**config.mk**
```make
export PLATFORM = sky130hd
export DESIGN_NAME = dcr_host_regs
export DESIGN_NICKNAME = d
export VERILOG_FILES = /design/src/rtl/dcr_host_regs.sv
export SDC_FILE = /design/constraint.sdc
export NUM_CORES = 1
export LEC_CHECK = 0
export ABC_AREA = 1
export CAP_MARGIN = 10
export CELL_PAD_IN_SITES_DETAIL_PLACEMENT = 0
export CELL_PAD_IN_SITES_GLOBAL_PLACEMENT = 1
export CORE_MARGIN = 10
export CORE_UTILIZATION = 32
export DETAILED_ROUTE_END_ITERATION = 16
export PLACE_DENSITY_LB_ADDON = 0.3
export SYNTH_ARGS = -nofsm -noshare
export SYNTH_HDL_FRONTEND = slang
export SYNTH_SLANG_ARGS = --single-unit
```
**constraint.sdc**
```tcl
create_clock -name sys_clk -period 14.43 [get_ports sys_clk]
set_input_delay 4.329 -clock sys_clk [delete_from_list [all_inputs] [get_ports sys_clk]]
set_output_delay 4.329 -clock sys_clk [all_outputs]
set_load 0.02 [all_outputs]
```
**src/rtl/dcr_host_regs.sv**
```systemverilog
// dcr_host_regs: DCR register slave for the SATA host controller.
//   Decodes DCR_ABus[0:4] against C_DCR_BASE and passes the bus through when
//   not selected. A held-ack FSM runs one register access per transaction.
//   Holds ring setup, host-owned indices, the interrupt status/enable and
//   per-port error request/ack handshakes.
// Ports:
//   sys_clk/sys_rst          clock, async active-high reset
//   DCR_Read/Write/ABus/Sl_DBus  DCR request side; Sl_dcrDBus/Sl_dcrAck reply
//   interrupt, soft_rst, ring_enable, DBG_STOP   control outputs
//   inband_*/outband_*       ring base/addr/index registers and engine indices
//   err_req/err_req_vld, err_ack/err_ack_vld      per-port error handshake
//   dma_state, npi_ict_state debug status (read only)
// Optional feature: define DCR_HOST_IRQ_COALESCE_EN to compile in the
//   interrupt coalescing timer on IRQSTAT bit0 (COALESCE register at 0x03).
module dcr_host_regs #(
   parameter int         C_NUM_PORTS   = 4,
   parameter int         C_IDX_W       = 12,
   parameter logic [4:0] C_DCR_BASE    = 5'h0,
   parameter int         C_RST_STRETCH = 32
) (
   input  logic                       sys_clk,
   input  logic                       sys_rst,
   input  logic                       DCR_Read,
   input  logic                       DCR_Write,
   input  logic [0:9]                 DCR_ABus,
   input  logic [0:31]                DCR_Sl_DBus,
   output logic [0:31]                Sl_dcrDBus,
   output logic                       Sl_dcrAck,
   output logic                       interrupt,
   output logic                       soft_rst,
   output logic                       ring_enable,
   output logic                       DBG_STOP,
   output logic [31:0]                inband_base,
   output logic [31:0]                inband_cons_addr,
   output logic [31:0]                outband_base,
   output logic [31:0]                outband_prod_addr,
   output logic [C_IDX_W-1:0]         inband_prod_index,
   output logic [C_IDX_W-1:0]         outband_cons_index,
   input  logic [C_IDX_W-1:0]         inband_cons_index,
   input  logic [C_IDX_W-1:0]         outband_prod_index,
   output logic [8*C_NUM_PORTS-1:0]   err_req,
   output logic [C_NUM_PORTS-1:0]     err_req_vld,
   input  logic [8*C_NUM_PORTS-1:0]   err_ack,
   input  logic [C_NUM_PORTS-1:0]     err_ack_vld,
   input  logic [32*C_NUM_PORTS-1:0]  dma_state,
   input  logic [31:0]                npi_ict_state
);
   localparam int NP = C_NUM_PORTS;
   localparam int IW = C_IDX_W;

   typedef enum logic {S_IDLE, S_ACK} state_t;

   logic        sel, req;
   logic [4:0]  reg_a;
   logic [31:0] wdata, rd_mux, irq_stat, irq_src;

   assign sel   = (DCR_ABus[0:4] == C_DCR_BASE);
   assign req   = DCR_Read | DCR_Write;
   assign reg_a = DCR_ABus[5:9];
   assign wdata = DCR_Sl_DBus;

   // ---------------- ack FSM and access capture ----------------
   state_t      state_q;
   logic        ack_q, rd_q, wr_pend_q;
   logic [4:0]  waddr_q;
   logic [31:0] rdata_q, wdata_q;

   // Read data is captured on entry to ACK and held for the whole handshake;
   // the write is committed one cycle later from the captured address/data.
   always_ff @(posedge sys_clk or posedge sys_rst) begin
      if (sys_rst) begin
         state_q   <= S_IDLE;
         ack_q     <= 1'b0;
         rd_q      <= 1'b0;
         rdata_q   <= '0;
         wr_pend_q <= 1'b0;
         waddr_q   <= '0;
         wdata_q   <= '0;
      end else begin
         wr_pend_q <= 1'b0;
         case (state_q)
            S_IDLE: if (sel && req) begin
               state_q   <= S_ACK;
               ack_q     <= 1'b1;
               rd_q      <= DCR_Read;
               rdata_q   <= rd_mux;
               wr_pend_q <= DCR_Write;
               waddr_q   <= reg_a;
               wdata_q   <= wdata;
            end
            S_ACK: if (!req) begin
               state_q <= S_IDLE;
               ack_q   <= 1'b0;
               rd_q    <= 1'b0;
            end
         endcase
      end
   end

   assign Sl_dcrAck  = ack_q;
   assign Sl_dcrDBus = (sel && ack_q && rd_q) ? rdata_q : DCR_Sl_DBus;

   // ---------------- register file ----------------
   logic              ring_en_q, ring_en_d, dbg_q, dbg_d, irq_q, irq_d;
   logic [31:0]       rst_cnt_q, rst_cnt_d, irqen_q, irqen_d;
   logic [31:0]       ib_base_q, ib_base_d, ib_caddr_q, ib_caddr_d;
   logic [31:0]       ob_base_q, ob_base_d, ob_paddr_q, ob_paddr_d;
   logic [IW-1:0]     ib_pidx_q, ib_pidx_d, ob_cidx_q, ob_cidx_d;
   logic [NP-1:0]     sticky_q, sticky_d, vld_q, vld_d;
   logic [NP-1:0][7:0] code_q, code_d, ack_code_q, ack_code_d;
   logic              ob_neq;
   logic [IW-1:0]     depth;

   assign ob_neq = (outband_prod_index != ob_cidx_q);
   assign depth  = outband_prod_index - ob_cidx_q;

`ifdef DCR_HOST_IRQ_COALESCE_EN
   logic [7:0]  thresh_q, thresh_d;
   logic [15:0] tmo_q, tmo_d, timer_q, timer_d;
   logic        coal_ok;
   // Zero disables a criterion; with both disabled bit0 passes immediately.
   assign coal_ok = ((thresh_q == 8'd0) && (tmo_q == 16'd0)) ||
                    ((thresh_q != 8'd0) && (32'(depth) >= 32'(thresh_q))) ||
                    ((tmo_q != 16'd0) && (timer_q >= tmo_q));
`endif

   always_comb begin
      irq_stat         = '0;
      irq_stat[0]      = ob_neq;
      irq_stat[1]      = (ib_pidx_q == inband_cons_index);
      irq_stat[8 +: NP] = sticky_q;
      irq_src          = irq_stat;
`ifdef DCR_HOST_IRQ_COALESCE_EN
      irq_src[0]       = ob_neq & coal_ok;
`endif
   end

   always_comb begin
      rd_mux = '0;
      case (reg_a)
         5'h00: rd_mux = irq_stat;
         5'h01: rd_mux = irqen_q;
         5'h02: rd_mux = {29'h0, dbg_q, soft_rst, ring_en_q};
`ifdef DCR_HOST_IRQ_COALESCE_EN
         5'h03: rd_mux = {8'h0, thresh_q, tmo_q};
`endif
         5'h04: rd_mux = ib_base_q;
         5'h05: rd_mux = ib_caddr_q;
         5'h06: rd_mux = 32'(ib_pidx_q);
         5'h07: rd_mux = 32'(inband_cons_index);
         5'h08: rd_mux = ob_base_q;
         5'h09: rd_mux = ob_paddr_q;
         5'h0a: rd_mux = 32'(ob_cidx_q);
         5'h0b: rd_mux = 32'(outband_prod_index);
         5'h1f: rd_mux = npi_ict_state;
         default: rd_mux = '0;
      endcase
      for (int p = 0; p < NP; p++) begin
         if (reg_a == 5'(12 + p)) rd_mux = {16'h0, ack_code_q[p], 7'h0, vld_q[p]};
         if (reg_a == 5'(20 + p)) rd_mux = dma_state[32*p +: 32];
      end
   end

   always_comb begin
      ring_en_d  = ring_en_q;
      dbg_d      = dbg_q;
      rst_cnt_d  = (rst_cnt_q != 32'd0) ? rst_cnt_q - 32'd1 : 32'd0;
      irqen_d    = irqen_q;
      ib_base_d  = ib_base_q;
      ib_caddr_d = ib_caddr_q;
      ob_base_d  = ob_base_q;
      ob_paddr_d = ob_paddr_q;
      ib_pidx_d  = ib_pidx_q;
      ob_cidx_d  = ob_cidx_q;
      sticky_d   = sticky_q;
      vld_d      = vld_q;
      code_d     = code_q;
      ack_code_d = ack_code_q;
      irq_d      = |(irqen_q & irq_src);
`ifdef DCR_HOST_IRQ_COALESCE_EN
      thresh_d   = thresh_q;
      tmo_d      = tmo_q;
      // Timer runs while bit0 is up, saturating, and restarts when it drops.
      timer_d    = !ob_neq ? 16'd0 : (timer_q == 16'hffff) ? timer_q : timer_q + 16'd1;
`endif
      if (wr_pend_q) begin
         case (waddr_q)
            5'h00: sticky_d = sticky_q & ~wdata_q[8 +: NP];
            5'h01: irqen_d = wdata_q;
            5'h02: begin
               ring_en_d = wdata_q[0];
               dbg_d     = wdata_q[2];
               if (wdata_q[1]) rst_cnt_d = 32'(C_RST_STRETCH);
            end
`ifdef DCR_HOST_IRQ_COALESCE_EN
            5'h03: begin
               thresh_d = wdata_q[23:16];
               tmo_d    = wdata_q[15:0];
            end
`endif
            // Ring addresses are frozen while the engines own the rings.
            5'h04: if (!ring_en_q) ib_base_d  = wdata_q;
            5'h05: if (!ring_en_q) ib_caddr_d = wdata_q;
            5'h06: ib_pidx_d = wdata_q[IW-1:0];
            5'h08: if (!ring_en_q) ob_base_d  = wdata_q;
            5'h09: if (!ring_en_q) ob_paddr_d = wdata_q;
            5'h0a: ob_cidx_d = wdata_q[IW-1:0];
            default: ;
         endcase
         for (int p = 0; p < NP; p++)
            if ((waddr_q == 5'(12 + p)) && !vld_q[p]) begin
               code_d[p] = wdata_q[7:0];
               vld_d[p]  = 1'b1;
            end
      end
      // Ack handling comes last so a completing port's sticky bit beats a W1C.
      for (int p = 0; p < NP; p++)
         if (err_ack_vld[p]) begin
            vld_d[p]      = 1'b0;
            ack_code_d[p] = err_ack[8*p +: 8];
            sticky_d[p]   = 1'b1;
         end
   end

   always_ff @(posedge sys_clk or posedge sys_rst) begin
      if (sys_rst) begin
         ring_en_q  <= 1'b0;
         dbg_q      <= 1'b0;
         irq_q      <= 1'b0;
         rst_cnt_q  <= '0;
         irqen_q    <= '0;
         ib_base_q  <= '0;
         ib_caddr_q <= '0;
         ob_base_q  <= '0;
         ob_paddr_q <= '0;
         ib_pidx_q  <= '0;
         ob_cidx_q  <= '0;
         sticky_q   <= '0;
         vld_q      <= '0;
         code_q     <= '0;
         ack_code_q <= '0;
`ifdef DCR_HOST_IRQ_COALESCE_EN
         thresh_q   <= '0;
         tmo_q      <= '0;
         timer_q    <= '0;
`endif
      end else begin
         ring_en_q  <= ring_en_d;
         dbg_q      <= dbg_d;
         irq_q      <= irq_d;
         rst_cnt_q  <= rst_cnt_d;
         irqen_q    <= irqen_d;
         ib_base_q  <= ib_base_d;
         ib_caddr_q <= ib_caddr_d;
         ob_base_q  <= ob_base_d;
         ob_paddr_q <= ob_paddr_d;
         ib_pidx_q  <= ib_pidx_d;
         ob_cidx_q  <= ob_cidx_d;
         sticky_q   <= sticky_d;
         vld_q      <= vld_d;
         code_q     <= code_d;
         ack_code_q <= ack_code_d;
`ifdef DCR_HOST_IRQ_COALESCE_EN
         thresh_q   <= thresh_d;
         tmo_q      <= tmo_d;
         timer_q    <= timer_d;
`endif
      end
   end

   assign interrupt          = irq_q;
   assign soft_rst           = (rst_cnt_q != 32'd0);
   assign ring_enable        = ring_en_q;
   assign DBG_STOP           = dbg_q;
   assign inband_base        = ib_base_q;
   assign inband_cons_addr   = ib_caddr_q;
   assign outband_base       = ob_base_q;
   assign outband_prod_addr  = ob_paddr_q;
   assign inband_prod_index  = ib_pidx_q;
   assign outband_cons_index = ob_cidx_q;
   assign err_req            = code_q;
   assign err_req_vld        = vld_q;

endmodule

```
; Word-level counts from Yosys, hierarchy flattened
; Index checks and enable logic that the tools add are counted.
; W data, S select, Z words.
[op_classes]
addsub = 1
n_eq_ne = 35
bitwise = 6
n_reduce_logical = 50
muxes = 39
[ops]
columns = op, n
row1 = $mux W32, 13
row2 = $pmux W32 S12, 1
row3 = $eq A5 B4 Y1 const B, 15
row4 = $reduce_and A2 Y1, 18
row5 = $eq A5 B3 Y1 const B, 7
row6 = $and A32 B12 Y32, 1
row7 = $reduce_bool A32 Y1, 1
row8 = $reduce_or A32 Y1, 1
row9 = $sub A32 B1 Y32 const B, 1
row10 = $eq A5 B5 Y1 const B, 5
row11 = $reduce_bool A2 Y1, 12
row12 = $mux W1, 19
row13 = $logic_not A5 Y1, 3
row14 = $eq A12 B12 Y1, 1
row15 = $mux W4, 3
row16 = $ne A12 B12 Y1, 1
row17 = $reduce_and A3 Y1, 4
row18 = $eq A5 B1 Y1 const B, 2
row19 = $eq A5 B2 Y1 const B, 2
row20 = $logic_and A1 B1 Y1, 7
row21 = $pmux W1 S2, 3
row22 = $and A4 B4 Y4, 1
row23 = $logic_not A1 Y1, 4
row24 = $ne A2 B2 Y1 const B, 2
row25 = 3 further kinds, 4
[word_totals]
ff_bits = 364
out_inout_bits = 225
inputBits = 266

; Logic depth before layout (Yosys ltp)
; Gate-level depths: netlist (run 1).
[depth]
word_depth = 10
mapped_depth = 15

; Least setup slack after synthesis (run 1)
; Ideal clock, no wire load.
[synth_path]
path_type = input to output
from = input port DCR_ABus[1] (netlist bit)
to = output port Sl_dcrDBus[0] (netlist bit)
required_ns = 10.101
setup_slack_ns = 4.404
cell_stages = 5
arrival_ns = 5.697
cell_sequence = nor3_1 -> nor3b_2 -> nand3_1 -> clkbuf_1 -> o21ai_0
[synth_between]
elab_chain_cells = 4
[synth_rtl]
columns = element, line_no
row1 = "start, declared", 25  ; input logic [0:9] DCR_ABus,
row2 = $logic_not A5 Y1, 57  ; assign sel = (DCR_ABus[0:4] == C_DCR_BASE);
row3 = $logic_and A1 B1 Y1 (2 in a row), 101  ; assign Sl_dcrDBus = (sel && ack_q && rd_q) ? rdata_q : DCR_Sl_DBus;
row4 = $mux W32, 101
row5 = "end, declared", 27  ; output logic [0:31] Sl_dcrDBus,
; No other way between the ends.

; Worst setup path in the final report (run 1)
[layout_path]
from = input port DCR_ABus[1] (netlist bit)
to = output port Sl_dcrDBus[4] (netlist bit)
; Same word-level chain as after synthesis.

==> results.cfg, run 1 <==
[timing]
slew_headroom = 0.290
rsz0062_at_grt = no
timing.hold.ws_ns = 0.440
hold_viol_final = 0
worst_pin_slew_ns = 1.07
max_freq_mhz = 89.9
tns_ns = 0
finalMaxSlewViolations = 0
min_period_ns = 11.12
skew_ns = 0.0211
setup_viol = 0
fin_crit_sh = 0.771

[route]
vias_per_cell = 5.04
routed_wl_um = 84500
ant_nets = 0
via_count = 17768
drtPass1Iterations = 6
wire_per_inst_um = 24.0
drc = 0
drt_iter0_drc = 1703

[floorplanning]
die_w_um = 256
die_area_mm2 = 0.0655
io_pins = 491
initial_core_util = 0.323
core-area_mm2 = 0.0551
die_h_um = 256
rows = 86

[synthesis]
synth-main-ff-cell = dfrtp_1
synth_cell_types = 46
yosysWarnings = 0
ys_ff_latch = 364
yosysTopAreaCell = dfrtp_1
synth.net_count = 2556
synth_top_area_share = 0.512
syn_area_per_cell_um2 = 7.78
post-synth-top-count-cell = nand2_1
synth_seq_area_share = 0.512
synth_area_leaders = dfrtp_1 (51%), nand2_1 (15%), o21ai_0 (9.7%), inv_1 (4.6%), nor2_1 (3.6%)
synth-edff-count = 0
yosys-top-cells-count = nand2_1 (688), dfrtp_1 (364), o21ai_0 (345)
synth_cells = 2288
synth-async-reset-ratio = 1.00
syn-cell-area_mm2 = 0.0178

[hold_path]
hp-start = rst_cnt_q[0]$_DFF_PP0_
hold_end = rst_cnt_q[0]$_DFF_PP0_
hp-class = reg -> reg
holdPathStages = 1

[clocking]
clk_latency_ns = 0.58
htreeDepth = 2
cts_setup_buffers = 0
cts_buffer_depth = 3
cts_resized = 0
cts_tree = built
cts_sinks = 364
cts.reportedPaths.clkPinSlew_ns = 0.06
root_buffer = clkbuf_16
cts_hold_buf = 0
cts_buffers = 44

[global_route]
met2_usage = 0.384
grtUsageTotal = 0.250
antenna_found_initial = 15
grt_max_degree = 171
grt_pass1_vias = 17557
gr-max-usage-layer = met2
grt_overflow_total = 0
use_met1 = 0.329
grt_pass1_wl_um = 122000
use_met3 = 0.0731

[worst_setup_path]
path_common_cell = clkdlybuf4s50_1
critPathRequiredTime_ns = 10.10
rrSetupSlack_ns = 12.01
cp.buffers_inverters = 3
crit_fanout = 58
worstRegToRegCells = 5
r2r-start = waddr_q[1]$_DFFE_PP0P_
crit_type = in -> out
cpLargestDelayFamily = buffers and inverters
slowest_delay_ns = 0.67
rr_endpoint = inband_base[8]$_DFFE_PP0P_
cp.arrival_ns = 6.79
worstSetupEndpointType = primary output
worst_path_max_delay_cell = clkdlybuf4s50_1
start_kind = primary input
crit_chain = clkdlybuf4s50_1 > nor3_1 > nor3b_2 > nand3_2 > buf_12 > o21ai_0 > clkdlybuf4s50_1

[layout]
nFillCells = 5588
stdcell_count = 3522
nNetsFinal = 2999
area_growth_syn_to_layout_pct = 39.6
drive_gt1_frac = 0.0503
regArea_mm2 = 0.00911
multi_input_area_mm2 = 0.00736

[pwr]
vdd_ir_drop_max_mv = 0.0750
pwr_density_cell_mw_per_mm2 = 117
p_leak_nw = 11.1

[place]
dpl.hpwl_um = 63200
gp_congestion = 0.938
port_buffers = 490
dp.cells = 3432

[status]
status = completed

[run]
drv_cap = 0
==> logic make-up after synthesis <==
group | count (synthesis) | share of synthesized area
buffers and inverters | 337 | 0.0774
AND/OR/NAND/NOR | 1055 | 0.248
flip-flops | 364 | 0.512
AO/OA/AOI/OAI | 496 | 0.144
multiplexers | 2 | 0.00127
adder cells (fa/ha/maj) | 2 | 0.00141
XOR/XNOR | 32 | 0.0157
==> worst max-delay path by stage <==
stage | depth (start not counted) | to | startpoint
floorplan | 5 | Sl_dcrDBus[0] | DCR_ABus[1]
global placement | 6 | Sl_dcrDBus[0] | DCR_ABus[2]
detailed placement | 6 | Sl_dcrDBus[4] | DCR_ABus[1]
CTS | 6 | Sl_dcrDBus[4] | DCR_ABus[1]
global route | 7 | Sl_dcrDBus[4] | DCR_ABus[1]
finish | 7 | Sl_dcrDBus[4] | DCR_ABus[1]
==> cell usage in the layout, fill, tap and decap left out, drive strengths merged, types with 11 or more instances in the layout <==
cell / netlist / routed
buf: 38 / 18
o21ai: 357 / 357
nand4: 41 / 41
nor3: 25 / 25
xnor2: 11 / 11
nor3b: 12 / 12
clkbuf: 73 / 63
nand2: 693 / 693
clkinv: 1 / 11
nand3: 95 / 95
xor2: 21 / 21
inv: 225 / 226
clkdlybuf4s50: 0 / 490
nor2: 179 / 179
dfrtp: 364 / 364
a21oi: 106 / 106
==> layout make-up <==
type | count | area share
Clock inverter | 18 | 0.00816
Inverter | 226 | 0.0343
Antenna cell | 8 | 0.000806
Timing Repair Buffer | 508 | 0.204
Multi-Input combinational cell | 1587 | 0.296
Clock buffer | 63 | 0.0525
Tap cell | 748 | 0.0377
Sequential cell | 364 | 0.367
==> where the power goes <==
part / total [mW] / leakage [nW] / switching (mW) / internal, mW
combinational: 0.522 / 5.49 / 0.332 / 0.190
clock: 1.17 / 0.747 / 0.465 / 0.700
sequential: 1.23 / 4.84 / 0.0955 / 1.13
==> per-stage QoR <==
| step | total power [mW] | area, µm² | setup WS [ns] | util |
|---|---|---|---|---|
| 2_1_floorplan | 1.48 | 17800 | 4.40 | - |
| 3_3_place_gp | 1.75 | 23300 | 2.63 | 0.423 |
| 3_5_place_dp | 1.76 | 23300 | 2.52 | 0.423 |
| 4_1_cts | 2.94 | 24800 | 2.48 | 0.450 |
| 5_1_grt | 3.04 | 24800 | 3.12 | 0.451 |
| 6_report | 2.91 | 24800 | 3.31 | 0.451 |
==> worst reg2reg max path, delay by kind of cell, from the launching register on <==
family | cells | cell delay [ns]
AO/OA/AOI/OAI | 1 | 0.08
buffers and inverters | 1 | 0.48
flip-flops | 1 | 0.42
AND/OR/NAND/NOR | 3 | 1.32
==> layer usage <==
layer	share of wire	routed length, µm	vias to the layer above
met2	0.44	37300	814
li1	-	-	8281
met3	0.093	7850	130
met1	0.43	36400	8529
met5	0.0011	95	-
met4	0.034	2850	14
(Power assumes the default switching activity.)
==> inputs of run 2 (changes only) <==
--- a/config.mk
+++ b/config.mk
@@ -10,7 +10,7 @@
 export CELL_PAD_IN_SITES_DETAIL_PLACEMENT = 0
 export CELL_PAD_IN_SITES_GLOBAL_PLACEMENT = 1
 export CORE_MARGIN = 10
-export CORE_UTILIZATION = 32
+export CORE_UTILIZATION = 35
 export DETAILED_ROUTE_END_ITERATION = 16
 export PLACE_DENSITY_LB_ADDON = 0.3
 export SYNTH_ARGS = -nofsm -noshare
==> constraint.sdc (replaced) <==
create_clock -name sys_clk -period 10.65 [get_ports sys_clk]
set_input_delay 3.195 -clock sys_clk [delete_from_list [all_inputs] [get_ports sys_clk]]
set_output_delay 3.195 -clock sys_clk [all_outputs]
set_load 0.02 [all_outputs]
==> results.cfg, run 2 (synthesized netlist as in run 1, its figures left out) <==
[pwr]
vdd_ir_drop_max_mv = 0.0911
p_total_mw = 3.85
p_leak_nw = 11.0
pwr_density_cell_mw_per_mm2 = 156

[layout]
multi_input_area_mm2 = 0.00736
stdcell_count = 3434
nNetsFinal = 2996
drive_gt1_frac = 0.0457
most-common-layout-cells = nand2_1 (684), clkdlybuf4s50_1 (490), dfrtp_1 (364)
regArea_mm2 = 0.00911
area_growth_syn_to_layout_pct = 38.3
mostFrequentLayoutCell = nand2_1
nFillCells = 4892

[timing]
max_freq_mhz = 108
min_period_ns = 9.23
finalMaxSlewViolations = 0
setup_viol = 0
skew_ns = 0.0229
worst_pin_slew_ns = 0.964
fin_crit_sh = 0.867
timing.hold.ws_ns = 0.430
hold_viol_final = 0
rsz0062_at_grt = no
tns_ns = 0
slew_headroom = 0.355

[route]
via_count = 17719
drc = 0
wire_per_inst_um = 24.0
drt_iter0_drc = 1821
wl_met2_um = 37000
vias_per_cell = 5.16
top_layer = met5
met1Wirelength_um = 35000
drtPass1Iterations = 6
wl_met3_um = 8310
ant_nets = 0
routed_wl_um = 82300

[clocking]
cts.reportedPaths.clkPinSlew_ns = 0.06
clk_latency_ns = 0.57
cts_setup_buffers = 0
cts_resized = 0
cts_buffers = 43
cts_hold_buf = 0
root_buffer = clkbuf_16
cts_sinks = 364
cts_buffer_depth = 3
cts_tree = built
htreeDepth = 2

[global_route]
grtUsageTotal = 0.265
grt_pass1_vias = 17149
grt_overflow_total = 0
grt_max_degree = 146
antenna_found_initial = 13
grt_pass1_wl_um = 118000

[worst_setup_path]
critPathRequiredTime_ns = 7.46
worstRegToRegCells = 10
rr_endpoint = rst_cnt_q[18]$_DFF_PP0_
r2r-start = rst_cnt_q[0]$_DFF_PP0_
crit_fanout = 34
worstSetupEndpointType = primary output
start_kind = primary input
cp.arrival_ns = 6.04
crit_type = in -> out
rrSetupSlack_ns = 8.31

[floorplanning]
die_w_um = 246
core-area_mm2 = 0.0502
initial_core_util = 0.355
rows = 82
die_h_um = 246
io_pins = 491
die_area_mm2 = 0.0603

[hold_path]
hold_end = rst_cnt_q[0]$_DFF_PP0_
hp-class = reg -> reg
holdPathStages = 1
hp-start = rst_cnt_q[0]$_DFF_PP0_

[status]
status = completed

[run]
drv_cap = 0

[place]
dp.cells = 3355
port_buffers = 490
gp_congestion = 0.949
dpl.hpwl_um = 61800
run 2: changes by cell type in the layout (fill, tap and decap cells not counted):
| cell | previous run | this run |
|---|---|---|
| clkinv_8 | 0 | 1 |
| clkbuf_1 | 7 | 11 |
| bufinv_16 | 4 | 3 |
| clkbuf_8 | 11 | 7 |
| clkinvlp_4 | 3 | 1 |
| clkinv_2 | 10 | 6 |
| diode_2 | 8 | 5 |
| clkbuf_16 | 45 | 44 |
| buf_4 | 16 | 14 |
run 2: area by class of cell:
| type | count | share of cell area |
|---|---|---|
| sequential | 364 | 0.370 |
| inverter | 226 | 0.0346 |
| antenna | 5 | 0.000508 |
| timing repair buffer | 506 | 0.205 |
| tap | 672 | 0.0342 |
| multi-input combinational | 1587 | 0.299 |
| clock buffer | 62 | 0.0503 |
| clock inverter | 12 | 0.00625 |
run 2: routing by layer:
metal  global-route usage  vias up
li1                     -     8266
met1                0.354     8525
met2                0.409      801
met3               0.0820      107
met4               0.0673       20
met5                    0        -
run 2: where the power goes:
part / internal [mW] / switching [mW]
Combinational: 0.257 / 0.443
Sequential: 1.53 / 0.131
Clock: 0.879 / 0.606
run 2: critical path: stages:
cell,delay [ns]
clkdlybuf4s50_1,0.41
nor3_1,0.25
nor3b_2,0.38
nand3_2,0.51
buf_4,0.42
a21oi_1,0.20
clkdlybuf4s50_1,0.66
run 2: worst max-delay path by stage:
stage,start,endpoint,slack (ns),cells after the start
finish,DCR_ABus[1],Sl_dcrDBus[21],1.42,7
global route,DCR_ABus[1],Sl_dcrDBus[26],1.26,7
CTS,DCR_ABus[1],Sl_dcrDBus[21],1.42,7
detailed placement,DCR_ABus[1],Sl_dcrDBus[21],1.45,7
global placement,DCR_ABus[1],Sl_dcrDBus[21],1.48,7
floorplan,sys_rst,DBG_STOP$_DFFE_PP0P_,2.57,1
run 2: stage by stage:
| stage | utilization | worst slack (ns) | area [µm²] |
|---|---|---|---|
| after global placement | 0.463 | 1.48 | 23200 |
| after floorplan | - | 2.57 | 17800 |
| after CTS | 0.490 | 1.42 | 24600 |
| after global routing | 0.490 | 1.26 | 24600 |
| after detailed placement | 0.463 | 1.45 | 23200 |
| final | 0.491 | 1.42 | 24600 |
